--- config.mk ---
export PLATFORM = sky130hd
export DESIGN_NAME = bram_write_arbiter_flat
export DESIGN_NICKNAME = d
export VERILOG_FILES = /design/src/rtl/bram_write_arbiter_if.sv /design/src/rtl/bram_write_arbiter.sv /design/src/flat_wrapper.sv
export SDC_FILE = /design/constraint.sdc
export NUM_CORES = 1
export LEC_CHECK = 0
export BUFFER_PORTS_ARGS = -buffer_cell sky130_fd_sc_hd__buf_2
export CAP_MARGIN = 20
export CORE_AREA = 2 2 334 336
export CTS_CLUSTER_DIAMETER = 60
export DETAILED_ROUTE_END_ITERATION = 7
export DIE_AREA = 0 0 336 338
export SKIP_LAST_GASP = 1
export SLEW_MARGIN = 15
export SYNTH_ARGS = -nofsm -noshare
export SYNTH_HDL_FRONTEND = slang
export SYNTH_SLANG_ARGS = --single-unit
--- constraint.sdc ---
create_clock -name clk -period 3.36 [get_ports clk]
set_clock_uncertainty 0.05 [all_clocks]
set_input_delay 0.336 -clock clk [delete_from_list [all_inputs] [get_ports clk]]
set_output_delay 0.336 -clock clk [all_outputs]
set_load 0.02 [all_outputs]
--- src/rtl/bram_write_arbiter_if.sv ---
// Requester handshakes and BRAM Port A write bus for bram_write_arbiter.
// The master side is the requesters plus the BRAM; the slave side is the arbiter.
interface bram_write_arbiter_if #(
   parameter int DATA_W = 256,
   parameter int ADDR_W = 16
);
   logic              sa_valid;
   logic [DATA_W-1:0] sa_data;
   logic              sa_last;
   logic              sa_ready;

   logic              ld_valid;
   logic [ADDR_W-1:0] ld_addr;
   logic [DATA_W-1:0] ld_data;
   logic              ld_last;
   logic              ld_ready;

   logic              bram_en;
   logic              bram_we;
   logic [ADDR_W-1:0] bram_addr;
   logic [DATA_W-1:0] bram_din;

   modport master (
      output sa_valid, sa_data, sa_last,
      input  sa_ready,
      output ld_valid, ld_addr, ld_data, ld_last,
      input  ld_ready,
      input  bram_en, bram_we, bram_addr, bram_din
   );

   modport slave (
      input  sa_valid, sa_data, sa_last,
      output sa_ready,
      input  ld_valid, ld_addr, ld_data, ld_last,
      output ld_ready,
      output bram_en, bram_we, bram_addr, bram_din
   );
endinterface

--- src/rtl/bram_write_arbiter.sv ---
// Round-robin, burst-locked arbiter sharing BRAM write Port A between SA writeback and loader.
// Optional WR_ARB_PERF_CNT_EN adds saturating stall_cnt / conflict_cnt outputs.
module bram_write_arbiter #(
   parameter int DATA_W = 256,
   parameter int ADDR_W = 16
) (
   input  logic              clk,
   input  logic              rst_n,
   bram_write_arbiter_if.slave bus,
   input  logic [ADDR_W-1:0] addr_base,
   input  logic [ADDR_W-1:0] addr_stride,
   input  logic              reset_addr_counter,
   output logic [ADDR_W-1:0] current_addr,
   output logic              write_done,
   output logic              busy
`ifdef WR_ARB_PERF_CNT_EN
   ,
   output logic [31:0]       stall_cnt,
   output logic [31:0]       conflict_cnt
`endif
);

   typedef enum logic [1:0] {IDLE, GNT_SA, GNT_LD} state_t;

   state_t            state_q, state_d;
   logic              owner_sa_q, owner_sa_d;
   logic              sa_ready, ld_ready, sa_acc, ld_acc;
   logic [ADDR_W-1:0] sa_wr_addr;
   logic              wr_q;
   logic [ADDR_W-1:0] addr_q;
   logic [DATA_W-1:0] din_q;

   assign sa_ready = (state_q == GNT_SA);
   assign ld_ready = (state_q == GNT_LD);
   assign sa_acc   = bus.sa_valid && sa_ready;
   assign ld_acc   = bus.ld_valid && ld_ready;
   assign busy     = (state_q != IDLE);

   assign bus.sa_ready  = sa_ready;
   assign bus.ld_ready  = ld_ready;
   assign bus.bram_en   = wr_q;
   assign bus.bram_we   = wr_q;
   assign bus.bram_addr = addr_q;
   assign bus.bram_din  = din_q;

   // A reload in the same cycle as an accepted SA beat redirects that beat to addr_base.
   assign sa_wr_addr = reset_addr_counter ? addr_base : current_addr;

   always_comb begin
      state_d    = state_q;
      owner_sa_d = owner_sa_q;
      case (state_q)
         IDLE: begin
            if (bus.sa_valid && (!bus.ld_valid || !owner_sa_q))
               state_d = GNT_SA;
            else if (bus.ld_valid)
               state_d = GNT_LD;
         end
         GNT_SA: begin
            if (sa_acc && bus.sa_last) begin
               state_d    = IDLE;
               owner_sa_d = 1'b1;
            end
         end
         GNT_LD: begin
            if (ld_acc && bus.ld_last) begin
               state_d    = IDLE;
               owner_sa_d = 1'b0;
            end
         end
         default: state_d = IDLE;
      endcase
   end

   always_ff @(posedge clk or negedge rst_n) begin
      if (!rst_n) begin
         state_q    <= IDLE;
         owner_sa_q <= 1'b0;
      end else begin
         state_q    <= state_d;
         owner_sa_q <= owner_sa_d;
      end
   end

   // Port A registers: address/data hold their last value when no beat is accepted.
   always_ff @(posedge clk or negedge rst_n) begin
      if (!rst_n) begin
         wr_q         <= 1'b0;
         addr_q       <= '0;
         din_q        <= '0;
         write_done   <= 1'b0;
         current_addr <= '0;
      end else begin
         wr_q       <= sa_acc || ld_acc;
         write_done <= sa_acc && bus.sa_last;
         if (sa_acc) begin
            addr_q       <= sa_wr_addr;
            din_q        <= bus.sa_data;
            current_addr <= sa_wr_addr + addr_stride;
         end else begin
            if (ld_acc) begin
               addr_q <= bus.ld_addr;
               din_q  <= bus.ld_data;
            end
            if (reset_addr_counter)
               current_addr <= addr_base;
         end
      end
   end

`ifdef WR_ARB_PERF_CNT_EN
   logic stall_cond, conflict_cond;

   assign stall_cond    = (bus.sa_valid && !sa_ready) || (bus.ld_valid && !ld_ready);
   assign conflict_cond = (state_q == IDLE) && bus.sa_valid && bus.ld_valid;

   always_ff @(posedge clk or negedge rst_n) begin
      if (!rst_n) begin
         stall_cnt    <= '0;
         conflict_cnt <= '0;
      end else begin
         if (stall_cond && (stall_cnt != '1))
            stall_cnt <= stall_cnt + 32'd1;
         if (conflict_cond && (conflict_cnt != '1))
            conflict_cnt <= conflict_cnt + 32'd1;
      end
   end
`endif

endmodule

--- src/flat_wrapper.sv ---
// flat-port wrapper written by rule: the top's interface ports become plain ports
module bram_write_arbiter_flat 
#(
   parameter int DATA_W = 256,
   parameter int ADDR_W = 16
)
  (clk, rst_n, addr_base, addr_stride, reset_addr_counter, current_addr, write_done, busy, bus_sa_valid, bus_sa_data, bus_sa_last, bus_sa_ready, bus_ld_valid, bus_ld_addr, bus_ld_data, bus_ld_last, bus_ld_ready, bus_bram_en, bus_bram_we, bus_bram_addr, bus_bram_din);
  bram_write_arbiter_if #(.DATA_W(DATA_W), .ADDR_W(ADDR_W)) bus_i ();
  input  logic clk;
  input  logic rst_n;
  input  logic [ADDR_W-1:0] addr_base;
  input  logic [ADDR_W-1:0] addr_stride;
  input  logic reset_addr_counter;
  output logic [ADDR_W-1:0] current_addr;
  output logic write_done;
  output logic busy;
  input wire logic [$bits(bus_i.sa_valid)-1:0] bus_sa_valid;
  input wire logic [$bits(bus_i.sa_data)-1:0] bus_sa_data;
  input wire logic [$bits(bus_i.sa_last)-1:0] bus_sa_last;
  output wire logic [$bits(bus_i.sa_ready)-1:0] bus_sa_ready;
  input wire logic [$bits(bus_i.ld_valid)-1:0] bus_ld_valid;
  input wire logic [$bits(bus_i.ld_addr)-1:0] bus_ld_addr;
  input wire logic [$bits(bus_i.ld_data)-1:0] bus_ld_data;
  input wire logic [$bits(bus_i.ld_last)-1:0] bus_ld_last;
  output wire logic [$bits(bus_i.ld_ready)-1:0] bus_ld_ready;
  output wire logic [$bits(bus_i.bram_en)-1:0] bus_bram_en;
  output wire logic [$bits(bus_i.bram_we)-1:0] bus_bram_we;
  output wire logic [$bits(bus_i.bram_addr)-1:0] bus_bram_addr;
  output wire logic [$bits(bus_i.bram_din)-1:0] bus_bram_din;
  assign bus_i.sa_valid = bus_sa_valid;
  assign bus_i.sa_data = bus_sa_data;
  assign bus_i.sa_last = bus_sa_last;
  assign bus_sa_ready = bus_i.sa_ready;
  assign bus_i.ld_valid = bus_ld_valid;
  assign bus_i.ld_addr = bus_ld_addr;
  assign bus_i.ld_data = bus_ld_data;
  assign bus_i.ld_last = bus_ld_last;
  assign bus_ld_ready = bus_i.ld_ready;
  assign bus_bram_en = bus_i.bram_en;
  assign bus_bram_we = bus_i.bram_we;
  assign bus_bram_addr = bus_i.bram_addr;
  assign bus_bram_din = bus_i.bram_din;
  bram_write_arbiter #(.DATA_W(DATA_W), .ADDR_W(ADDR_W)) u_core (.clk(clk), .rst_n(rst_n), .bus(bus_i), .addr_base(addr_base), .addr_stride(addr_stride), .reset_addr_counter(reset_addr_counter), .current_addr(current_addr), .write_done(write_done), .busy(busy));
endmodule
==> summary.txt, run 1 <==
Route
  – 1st-iter DRT viols: 603
  – Drt drc: 0
  – WL/cell: about 17 µm
  – Vias post-DR: 15900
  – Vias per Instance: between 3 and 4
  – Drt total wl: 71600 µm
  – DR pass1 iterations: 4
  – ANT nets after route: 0

Clock network
  – # H-tree levels: 2
  – # clock sinks: just under 300
  – CTS Buffer Depth: 3
  – Clock slew at reported path FFs: 60 ps
  – Setup bufs post-CTS: 0
  – Clock latency on the worst-skew pair: between 500 and 600 ps
  – TritonCTS clock tree: built
  – Num CTS Buffers: 38
  – CTS root buf: clkbuf_16

Critical path
  – Critical Path RT: roughly 3800 ps
  – Setup crit start kind: register
  – WP buf/inv: 2
  – Crit path DAT: 3190 ps
  – Crit path cell chain: and2b_1, nand2_8, buf_12, mux2i_1, o21ai_0, dlygate4sd3_1
  – Slowest stage delay, CP: roughly 600 ps
  – CP endpoint kind: register
  – Reg2reg setup slack: between 500 and 600 ps
  – R2r endpoint: u_core.bus.bram_din[102]
  – Crit. path cell count: 6
  – Critical path's slowest cell: dlygate4sd3_1
  – Critical R2R Launch: u_core.state_q[0]
  – R2r worst-path depth: 6
  – Worst-path maximum fanout: 58
  – Kind of cell with the highest combined delay on the critical path: buffers and inverters
  – Kind of critical path: register to register

Die
  – Die W: between 300 and 400 µm
  – Starting Density: 0.130
  – Core region area: approximately 110000 µm²
  – Std-Cell Rows: 122
  – Die H: between 300 and 400 µm
  – IO Count: 861
  – Die area: ~110000 µm²

Yosys
  – Syn Nets: a little under 2000
  – Synth area leaders: dfrtp_1, mux2i_1, o21ai_0, nand2_1, buf_6
  – Synth Flop Type: dfrtp_1
  – Netlist cell types: between 40 and 50
  – Mean post-synth cell area: around 10 µm²
  – Mapped Cells: about 1400
  – Synthesized area: roughly 14000 µm²
  – Sequential share of the synthesized area: 0.513
  – Synthesized flop and latch total: roughly 300
  – Yosys top cell by area: dfrtp_1
  – Asr flop ratio synth: 1.00
  – Number of synthesized flops with an enable pin: 0
  – Synth top area share: 0.513
  – Yosys warns: 0

Global routing
  – Vias in the first global route: about 16000
  – Grt total ovfl: 0
  – Total GRT Usage: 0.117
  – Global-route wire length before repair: 99000 µm
  – Pin count of the biggest net entering global routing: approximately 130
  – Initial antenna violation count: 36

Timing
  – Setup TNS: 0 ps
  – Fin. max-slew vios: 0
  – RSZ-0062 raised after global routing: false
  – Transition time of the tightest slew-check pin: between 700 and 800 ps
  – Period Utilization, post-route: 0.832
  – Max Freq: 358 MHz
  – Fin. Hold Viols: 0
  – Final setup violation count: 0
  – Min Tclk post-route: about 2800 ps
  – Worst slew margin: 0.510

Job
  – MaxCap Viol Count: 0

Final layout
  – Share of layout cells above drive strength 1: 0.364
  – # nets final: roughly 3300
  – Commonest cells after routing, fill and taps aside: buf_2, dlygate4sd3_1, dfrtp_1, nand2_1, mux2i_1
  – Commonest non-fill, non-tap cell in the layout: buf_2
  – Area Growth Syn to Fin: 85.7%
  – Final Core Density: 0.241
  – Fillers: 11700

Power and ir drop
  – Cell leakage power: between 10 and 15 nW
  – Maximum VDD drop: approximately 0.47 mV
  – Pwr Density: between 800 and 900 nW/µm²

Worst hold path
  – Path type of the worst min-delay path: primary input to register
  – Hold path cells: 3
  – Hold_sp: bus_sa_data[85]
  – Hold Crit Endpoint: u_core.bus.bram_din[85]

Placed design
  – Post-detail-place hpwl: around 55000 µm
  – Gpl congestion: about 0.86
  – Port bufs: between 800 and 900

Outcome
  – Status: finished, final reports clean
[worst register-to-register path, cell delays in order (launching register included)]
cell and delay, ps:
dfrtp_1 430, and2b_1 290, nand2_8 500, buf_12 430, mux2i_1 270, o21ai_0 110
dlygate4sd3_1 600
[cell families after synthesis]
logic type | Yosys count | synth area share
compound gates | 330 | 0.121
xor+xnor | 11 | 0.00674
fa+ha+maj | 16 | 0.0145
buf+inv | 99 | 0.0468
flops | 293 | 0.513
mux | 289 | 0.204
simple gates | 339 | 0.0944
[how the worst max path moves through the flow]
stage	to	slack (ps)	start
after floorplan	u_core.current_addr[12]	550	reset_addr_counter
after global placement	u_core.current_addr[12]	470	reset_addr_counter
after detailed placement	u_core.current_addr[12]	460	reset_addr_counter
after CTS	u_core.bus.bram_din[60]	630	u_core.state_q[1]
after global routing	u_core.bus.bram_din[102]	450	u_core.state_q[1]
final	u_core.bus.bram_din[102]	560	u_core.state_q[0]
[layout make-up]
type	count	area, µm²	area share
clock buffer	49	1030	0.0389
clock inverter	12	145	0.00546
antenna	12	30.0	0.00113
inverter	2	7.51	0.000283
timing repair buffer	1415	9840	0.370
tap	1488	1860	0.0701
sequential	293	7330	0.276
multi-input combinational	985	6310	0.238
[stage by stage]
step                std cells  setup slack (ps)  area (µm²)  total power, mW  hold slack [ps]
global placement         3690               473       20400             15.2              346
global route             4252               452       26500             23.4             10.7
floorplan                1377               545       14300             11.8            -9.59
finish                   4256               564       26600             22.0             37.4
CTS                      4244               629       26500             22.0           0.0804
detailed placement       3690               458       20400             15.4              348
[registers in the layout, summed over array words and instances (netlist names)]
signal	flops
u_core.bus.bram_din	256
u_core.state_q	2
u_core.owner_sa_q	1
u_core.write_done	1
u_core.bus.bram_en	1
u_core.current_addr	16
u_core.bus.bram_addr	16
[power breakdown]
| part | internal (mW) | leakage, nW | switching [mW] |
|---|---|---|---|
| registers | 5.27 | 3.59 | 1.02 |
| clock network | 2.32 | 0.571 | 1.62 |
| logic | 5.48 | 9.75 | 6.28 |
| total | 13.1 | 13.9 | 8.92 |
[timing repair]
| action | in CTS | in global routing |
|---|---|---|
| endpoints found under the hold margin | 344 | 0 |
| resized for setup | 0 | 0 |
| hold buffers | 493 | 0 |
[layer usage]
layer  vias to the layer above  share of wire  global-route usage
met5                         -         0.0017                   0
met4                        18          0.048              0.0608
met3                       159          0.069              0.0297
met2                       687           0.50               0.207
met1                      7498           0.38               0.131
li1                       7495              -                   -
[Yosys cell counts, drive strengths merged, types with 2 or more instances]
master and count:
dfrtp 293, nand2 290, o21ai 284, mux2i 272
buf 64, clkbuf 33, a21oi 29, nor2 26
mux2 17, ha 15, xnor2 7, nand3 4
nor3 4, or3 4, xor2 4, a21o 3
and2 3, o21bai 3, a211o 2, a31oi 2
inv 2, nand4 2, or2 2
(Power assumes the default switching activity.)
==> inputs of run 2 (changes only) <==
Clock period 3.36 ns to 2.4 ns, I/O delays scaled along.
==> summary.txt, run 2 (synthesis gave the netlist of run 1 again) <==
Outcome
  – Status: finished, final reports clean

Timing
  – Fin. max-slew vios: 0 (unchanged)
  – Transition time of the tightest slew-check pin: 434 ps (-302 ps)
  – Fin. Hold Viols: 0 (unchanged)
  – Setup TNS: 0 ps (unchanged)
  – Fin worst setup slack: 40.4 ps (-523 ps)
  – Final setup violation count: 0 (unchanged)
  – Period Utilization, post-route: 0.983 (+0.151)
  – RSZ-0062 raised after global routing: true
  – Hold WS: 65.8 ps (+28.4 ps)
  – Max Freq: 424 MHz (+19%)
  – Worst slew margin: 0.703 (+0.193)
  – Min Tclk post-route: 2360 ps (-437 ps)

Power and ir drop
  – Pwr Total: 30.8 mW (+40%)
  – Maximum VDD drop: 0.727 mV (+55%)
  – Pwr Density: 1100 nW/µm² (+33%)
  – Cell leakage power: 14.4 nW (+3.8%)

Clock network
  – CTS Buffer Depth: 3 (unchanged)
  – Num CTS Buffers: 39 (+2.6%)
  – # clock sinks: 293 (unchanged)
  – # H-tree levels: 2 (unchanged)
  – Clock slew at reported path FFs: 60 ps (about the same)
  – TritonCTS clock tree: built
  – Clock latency on the worst-skew pair: 600 ps (+30 ps)
  – CTS root buf: clkbuf_16

Route
  – WL/cell: 19.2 µm (+14%)
  – Drt total wl: 83800 µm (+17%)
  – Vias post-DR: 16400 (+3.6%)
  – 1st-iter DRT viols: 759 (+26%)
  – DR pass1 iterations: 5 (+1)
  – Vias per Instance: 3.76 (+0.93%)
  – Drt drc: 0 (unchanged)
  – ANT nets after route: 0 (unchanged)

Worst hold path
  – Path type of the worst min-delay path: primary input to register
  – Hold_sp: addr_base[7]

Global routing
  – Total GRT Usage: 0.138 (+0.0204)
  – Grt total ovfl: 0 (unchanged)
  – Pin count of the biggest net entering global routing: 86 (-31%)
  – Global-route wire length before repair: 112000 µm (+13%)
  – Initial antenna violation count: 44 (+22%)
  – Vias in the first global route: 16300 (+1.8%)

Critical path
  – Critical R2R Launch: u_core.current_addr[0]
  – Crit path launch: u_core.current_addr[0]
  – Crit path DAT: 2790 ps (-400 ps)
  – CP endpoint kind: register
  – Setup crit start kind: register
  – Critical Path RT: 2830 ps (-920 ps)
  – Kind of critical path: register to register
  – Worst-path maximum fanout: 3 (-95%)

Final layout
  – # nets final: 3421 (+3.1%)
  – Final Core Density: 0.253 (+0.0119)
  – Share of layout cells above drive strength 1: 0.377 (+0.0130)
  – Max reg flops: 256 (unchanged)
  – Commonest non-fill, non-tap cell in the layout: buf_2
  – Area Growth Syn to Fin: 94.9%
  – Commonest cells after routing, fill and taps aside: buf_2, dlygate4sd3_1, dfrtp_1, nand2_1, mux2i_1
  – Post-route design area: 27900 µm² (+5.0%)
  – Final non-filler cell total: 4368 (+2.6%)

Placed design
  – Setup slack at placement: -200 ps (-658 ps)
  – Gpl congestion: 0.955 (+11%)
  – Port bufs: 860 (unchanged)
  – Cell Area, Placed: 20900 µm² (+2.5%)
  – Post-detail-place hpwl: 66400 µm (+21%)
  – Placed Cells: 3731 (+1.1%)

Die
  – Die W: 336 µm (unchanged)
  – Core region area: 110000 µm² (unchanged)
  – Die area: 114000 µm² (unchanged)
  – Starting Density: 0.130 (unchanged)
  – IO Count: 861 (unchanged)
  – Die H: 338 µm (unchanged)
  – Std-Cell Rows: 122 (unchanged)

Job
  – MaxCap Viol Count: 0 (unchanged)
==> run 2: changes by cell type in the layout (fill, tap and decap cells not counted), sizes merged <==
cell and change:
dlygate4sd3 +46, clkinv +4, clkinvlp +1, bufinv +2, inv +2, clkbuf +2, buf +55
==> run 2: layer usage <==
layer  track usage  vias to the layer above  part of all wire
met1         0.164                     7810              0.41
met5             0                        -           0.00095
li1              -                     7709                 -
met4        0.0505                       12             0.038
met2         0.237                      727              0.48
met3        0.0380                      167             0.070
==> run 2: critical path: stages, from the launching register on <==
cell and delay (ps):
dfrtp_1 380, mux2_4 290, ha_4 170, fa_2 340, a21o_1 230, a21oi_2 180, o21ai_1 100, a21oi_1 220
xor2_1 190, a21oi_1 90
==> run 2: cell type report <==
cell class                      instances  area (µm²)
Fill cell                           11700       82200
Timing Repair Buffer                 1517       10900
Sequential cell                       293        7330
Clock buffer                           50        1060
Clock inverter                         21         280
Antenna cell                           12        30.0
Tap cell                             1488        1860
Multi-Input combinational cell        985        6410
Inverter                                2        7.51
==> run 2: repair_timing <==
item | CTS | global route
setup buffers | 0 | 14
hold buffers | 539 | 0
cloned | 0 | 1
endpoints found under the setup margin | 1 | 98
hold endpoints to repair | 428 | 0
pin swaps | 1 | 8
gates resized for setup | 0 | 13
==> run 2: path summary, 6_finish.rpt <==
path,slack (ps),cells after the start,end
max,40,9,u_core.current_addr[12]
min,70,5,u_core.bus.bram_addr[7]
max reg2reg,40,9,u_core.current_addr[12]
min reg2reg,440,1,u_core.state_q[1]
max in group asynchronous,1400,4,u_core.bus.bram_addr[6]
min in group asynchronous,100,2,u_core.write_done
==> run 2: report_power, final <==
group	internal [mW]	total [mW]	switching, mW
combinational	6.89	15.9	8.97
sequential	7.39	8.85	1.46
clock	3.61	6.08	2.48
==> inputs of run 3 (changes only) <==
--- a/config.mk
+++ b/config.mk
@@ -6,10 +6,11 @@
 export NUM_CORES = 1
 export LEC_CHECK = 0
+export ABC_AREA = 1
 export BUFFER_PORTS_ARGS = -buffer_cell sky130_fd_sc_hd__buf_2
 export CAP_MARGIN = 20
-export CORE_AREA = 2 2 334 336
+export CORE_AREA = 2 2 337 339
 export CTS_CLUSTER_DIAMETER = 60
 export DETAILED_ROUTE_END_ITERATION = 7
-export DIE_AREA = 0 0 336 338
+export DIE_AREA = 0 0 339 341
 export SKIP_LAST_GASP = 1
 export SLEW_MARGIN = 15
==> constraint.sdc (replaced) <==
create_clock -name clk -period 2.4 [get_ports clk]
set_clock_uncertainty 0.05 [all_clocks]
set_input_delay 0.12 -clock clk [delete_from_list [all_inputs] [get_ports clk]]
set_output_delay 0.12 -clock clk [all_outputs]
set_load 0.02 [all_outputs]
==> summary.txt, run 3 <==
Yosys
  – Yosys warns: 0 (unchanged)
  – Synth Flop Type: dfrtp_1
  – Number of synthesized flops with an enable pin: 0 (unchanged)
  – Mapped Cells: 1811 (+32%)
  – Mean post-synth cell area: 8.03 µm² (-23%)
  – Synth top area share: 0.504 (-0.00873)
  – Netlist cell types: 30 (-39%)
  – Synth area leaders: dfrtp_1, o21ai_1, nand3_1, nor2_1, nand2_1
  – Synthesized area: 14500 µm² (+1.7%)
  – Syn Nets: 2394 (+22%)
  – Yosys top cell by area: dfrtp_1
  – Most common cell in the netlist: o21ai_1
  – Synthesized flop and latch total: 293 (unchanged)
  – Sequential share of the synthesized area: 0.504 (-0.00873)
  – Most frequent cells after synthesis: o21ai_1, dfrtp_1, nor2_1
  – Asr flop ratio synth: 1.00 (unchanged)

Final layout
  – Commonest cells after routing, fill and taps aside: buf_2, dlygate4sd3_1, o21ai_1, dfrtp_1, nor2_1
  – Post-route design area: 28200 µm² (+1.1%)
  – Area Growth Syn to Fin: 93.6%
  – Fillers: 12000 (+2.8%)
  – Commonest non-fill, non-tap cell in the layout: buf_2
  – Max reg flops: 256 (unchanged)
  – # nets final: 3775 (+10%)
  – Share of layout cells above drive strength 1: 0.315 (-0.0621)

Clock network
  – TritonCTS clock tree: built
  – CTS Buffer Depth: 3 (unchanged)
  – Clock slew at reported path FFs: 60 ps (about the same)
  – CTS root buf: clkbuf_16
  – Num CTS Buffers: 43 (+10%)
  – Clock latency on the worst-skew pair: 580 ps (-20 ps)
  – # clock sinks: 293 (unchanged)
  – # H-tree levels: 2 (unchanged)

Route
  – 1st-iter DRT viols: 1232 (+62%)
  – Vias per Instance: 4.13 (+9.9%)
  – ANT nets after route: 0 (unchanged)
  – Vias post-DR: 19600 (+19%)
  – Drt drc: 0 (unchanged)
  – Drt total wl: 93000 µm (+11%)
  – WL/cell: 19.6 µm (+2.1%)
  – DR pass1 iterations: 5 (unchanged)

Timing
  – Final setup violation count: 2 (+2)
  – Setup TNS: -33.6 ps (-33.6 ps)
  – RSZ-0062 raised after global routing: true
  – Transition time of the tightest slew-check pin: 638 ps (+205 ps)
  – Hold WS: 37.1 ps (-28.8 ps)
  – Min Tclk post-route: 2430 ps (+72.6 ps)
  – Max Freq: 411 MHz (-3.0%)
  – Period Utilization, post-route: 1.01 (+0.0302)
  – Fin worst setup slack: -32.2 ps (-72.6 ps)
  – Worst slew margin: 0.570 (-0.133)
  – Fin. Hold Viols: 0 (unchanged)
  – Fin. max-slew vios: 0 (unchanged)

Global routing
  – Grt peak-use layer: met2
  – Met3 GRT Util: 0.0390 (+0.00101)
  – Pin count of the biggest net entering global routing: 134 (+56%)
  – GR Layer Usage met2: 0.240 (+0.00321)
  – Global-route wire length before repair: 130000 µm (+16%)
  – Initial antenna violation count: 56 (+27%)
  – Met1 Use GR: 0.188 (+0.0248)
  – Total GRT Usage: 0.151 (+0.0126)
  – Grt total ovfl: 0 (unchanged)
  – Vias in the first global route: 19700 (+21%)

Power and ir drop
  – Cell leakage power: 13.6 nW (-5.6%)
  – Maximum VDD drop: 0.650 mV (-11%)
  – Pwr Total: 34.4 mW (+12%)
  – Pwr Density: 1220 nW/µm² (+10%)

Die
  – IO Count: 861 (unchanged)
  – Std-Cell Rows: 123 (+0.82%)
  – Die W: 339 µm (+0.89%)
  – Die H: 341 µm (+0.89%)
  – Core region area: 112000 µm² (+1.7%)
  – Starting Density: 0.130 (about the same)
  – Die area: 116000 µm² (+1.8%)

Critical path
  – Critical Path RT: 2820 ps (about the same)
  – Kind of critical path: register to register
  – Critical R2R Launch: u_core.state_q[0]
  – R2r endpoint: u_core.bus.bram_din[135]
  – Worst-path maximum fanout: 133 (+130)
  – Crit path DAT: 2860 ps (+70 ps)
  – CP endpoint kind: register
  – Setup crit start kind: register
  – R2r worst-path depth: 7 (-2)
  – Reg2reg setup slack: -30 ps (-70 ps)

Outcome
  – Failing checks: setup timing
  – Status: finished, violations left

Placed design
  – Cell Area, Placed: 20700 µm² (-1.1%)
  – Port bufs: 860 (unchanged)
  – Setup slack at placement: 90.3 ps (+291 ps)
  – Gpl congestion: 0.909 (-4.8%)
  – Post-detail-place hpwl: 66800 µm (+0.49%)

Worst hold path
  – Path type of the worst min-delay path: primary input to register
  – Hold_sp: addr_stride[11]
  – Hold Crit Endpoint: u_core.current_addr[11]
  – Hold path cells: 5 (unchanged)

Job
  – MaxCap Viol Count: 0 (unchanged)
==> run 3: changes by cell type after synthesis, sizes merged, moves of 15 or more <==
cell,previous run,this run
o21ai,284,544
nand2,290,129
nand3,4,277
mux2i,272,9
inv,2,61
buf,64,109
mux2,17,2
nor2,26,285
==> run 3: power breakdown <==
part / switching [mW] / internal, mW / leakage (nW)
clock network: 2.68 / 4.00 / 0.711
registers: 1.45 / 7.35 / 3.61
logic: 10.6 / 8.34 / 9.32
total: 14.7 / 19.7 / 13.6
==> run 3: worst max-delay path by stage <==
stage,from,end
2_1_floorplan,u_core.current_addr[0],u_core.current_addr[6]
3_3_place_gp,u_core.current_addr[0],u_core.current_addr[6]
3_5_place_dp,u_core.current_addr[0],u_core.current_addr[6]
4_1_cts,u_core.state_q[1],u_core.bus.bram_din[48]
5_1_grt,u_core.state_q[0],u_core.bus.bram_din[160]
6_report,u_core.state_q[0],u_core.bus.bram_din[135]
==> run 3: cell type report <==
class                      count  area (µm²)  area share
tap                         1500        1880      0.0666
clock buffer                  56        1200      0.0425
sequential                   293        7330       0.260
timing repair buffer        1490       10900       0.387
inverter                      62         249     0.00884
clock inverter                21         263     0.00933
antenna                       21        52.6     0.00187
multi-input combinational   1302        6300       0.224
==> run 3: per-stage QoR <==
step | cells | utilization
final | 4745 | 0.252
after global routing | 4740 | 0.252
after CTS | 4715 | 0.249
after detailed placement | 4074 | 0.185
after global placement | 4074 | 0.185
after floorplan | 1811 | -
==> run 3: worst max-delay path, cell delays in order, from the launching register on <==
cell and delay [ps]:
dfrtp_1 410, inv_2 60, nor2_4 160, nand2_8 150, buf_12 250, nor2_1 420, o21ai_1 130, dlygate4sd3_1 580
==> run 3: routing by layer <==
| metal | part of all wire | up-vias |
|---|---|---|
| met4 | 0.043 | 22 |
| met5 | 0.0014 | - |
| met1 | 0.41 | 9415 |
| met2 | 0.46 | 1000 |
| li1 | - | 8964 |
| met3 | 0.083 | 216 |
==> run 3: what timing repair did <==
item,4_1_cts,5_1_grt
hold endpoints to repair,585,0
gates resized for setup,0,31
setup buffers,0,3
setup endpoints to repair,0,202
hold buffers,564,0
==> run 3: cell families (layout without fill, tap and decap cells) <==
logic type,Yosys count,count (layout),share of synthesized area
DFF,293,293,0.504
and+or+nand+nor,702,702,0.208
AOI/OAI and AO/OA,567,567,0.195
buffers and inverters,216,1629,0.0673
adders and majority gates,16,16,0.0143
other,0,21,0
muxes,11,11,0.00774
xor gates and xnor gates,6,6,0.00361
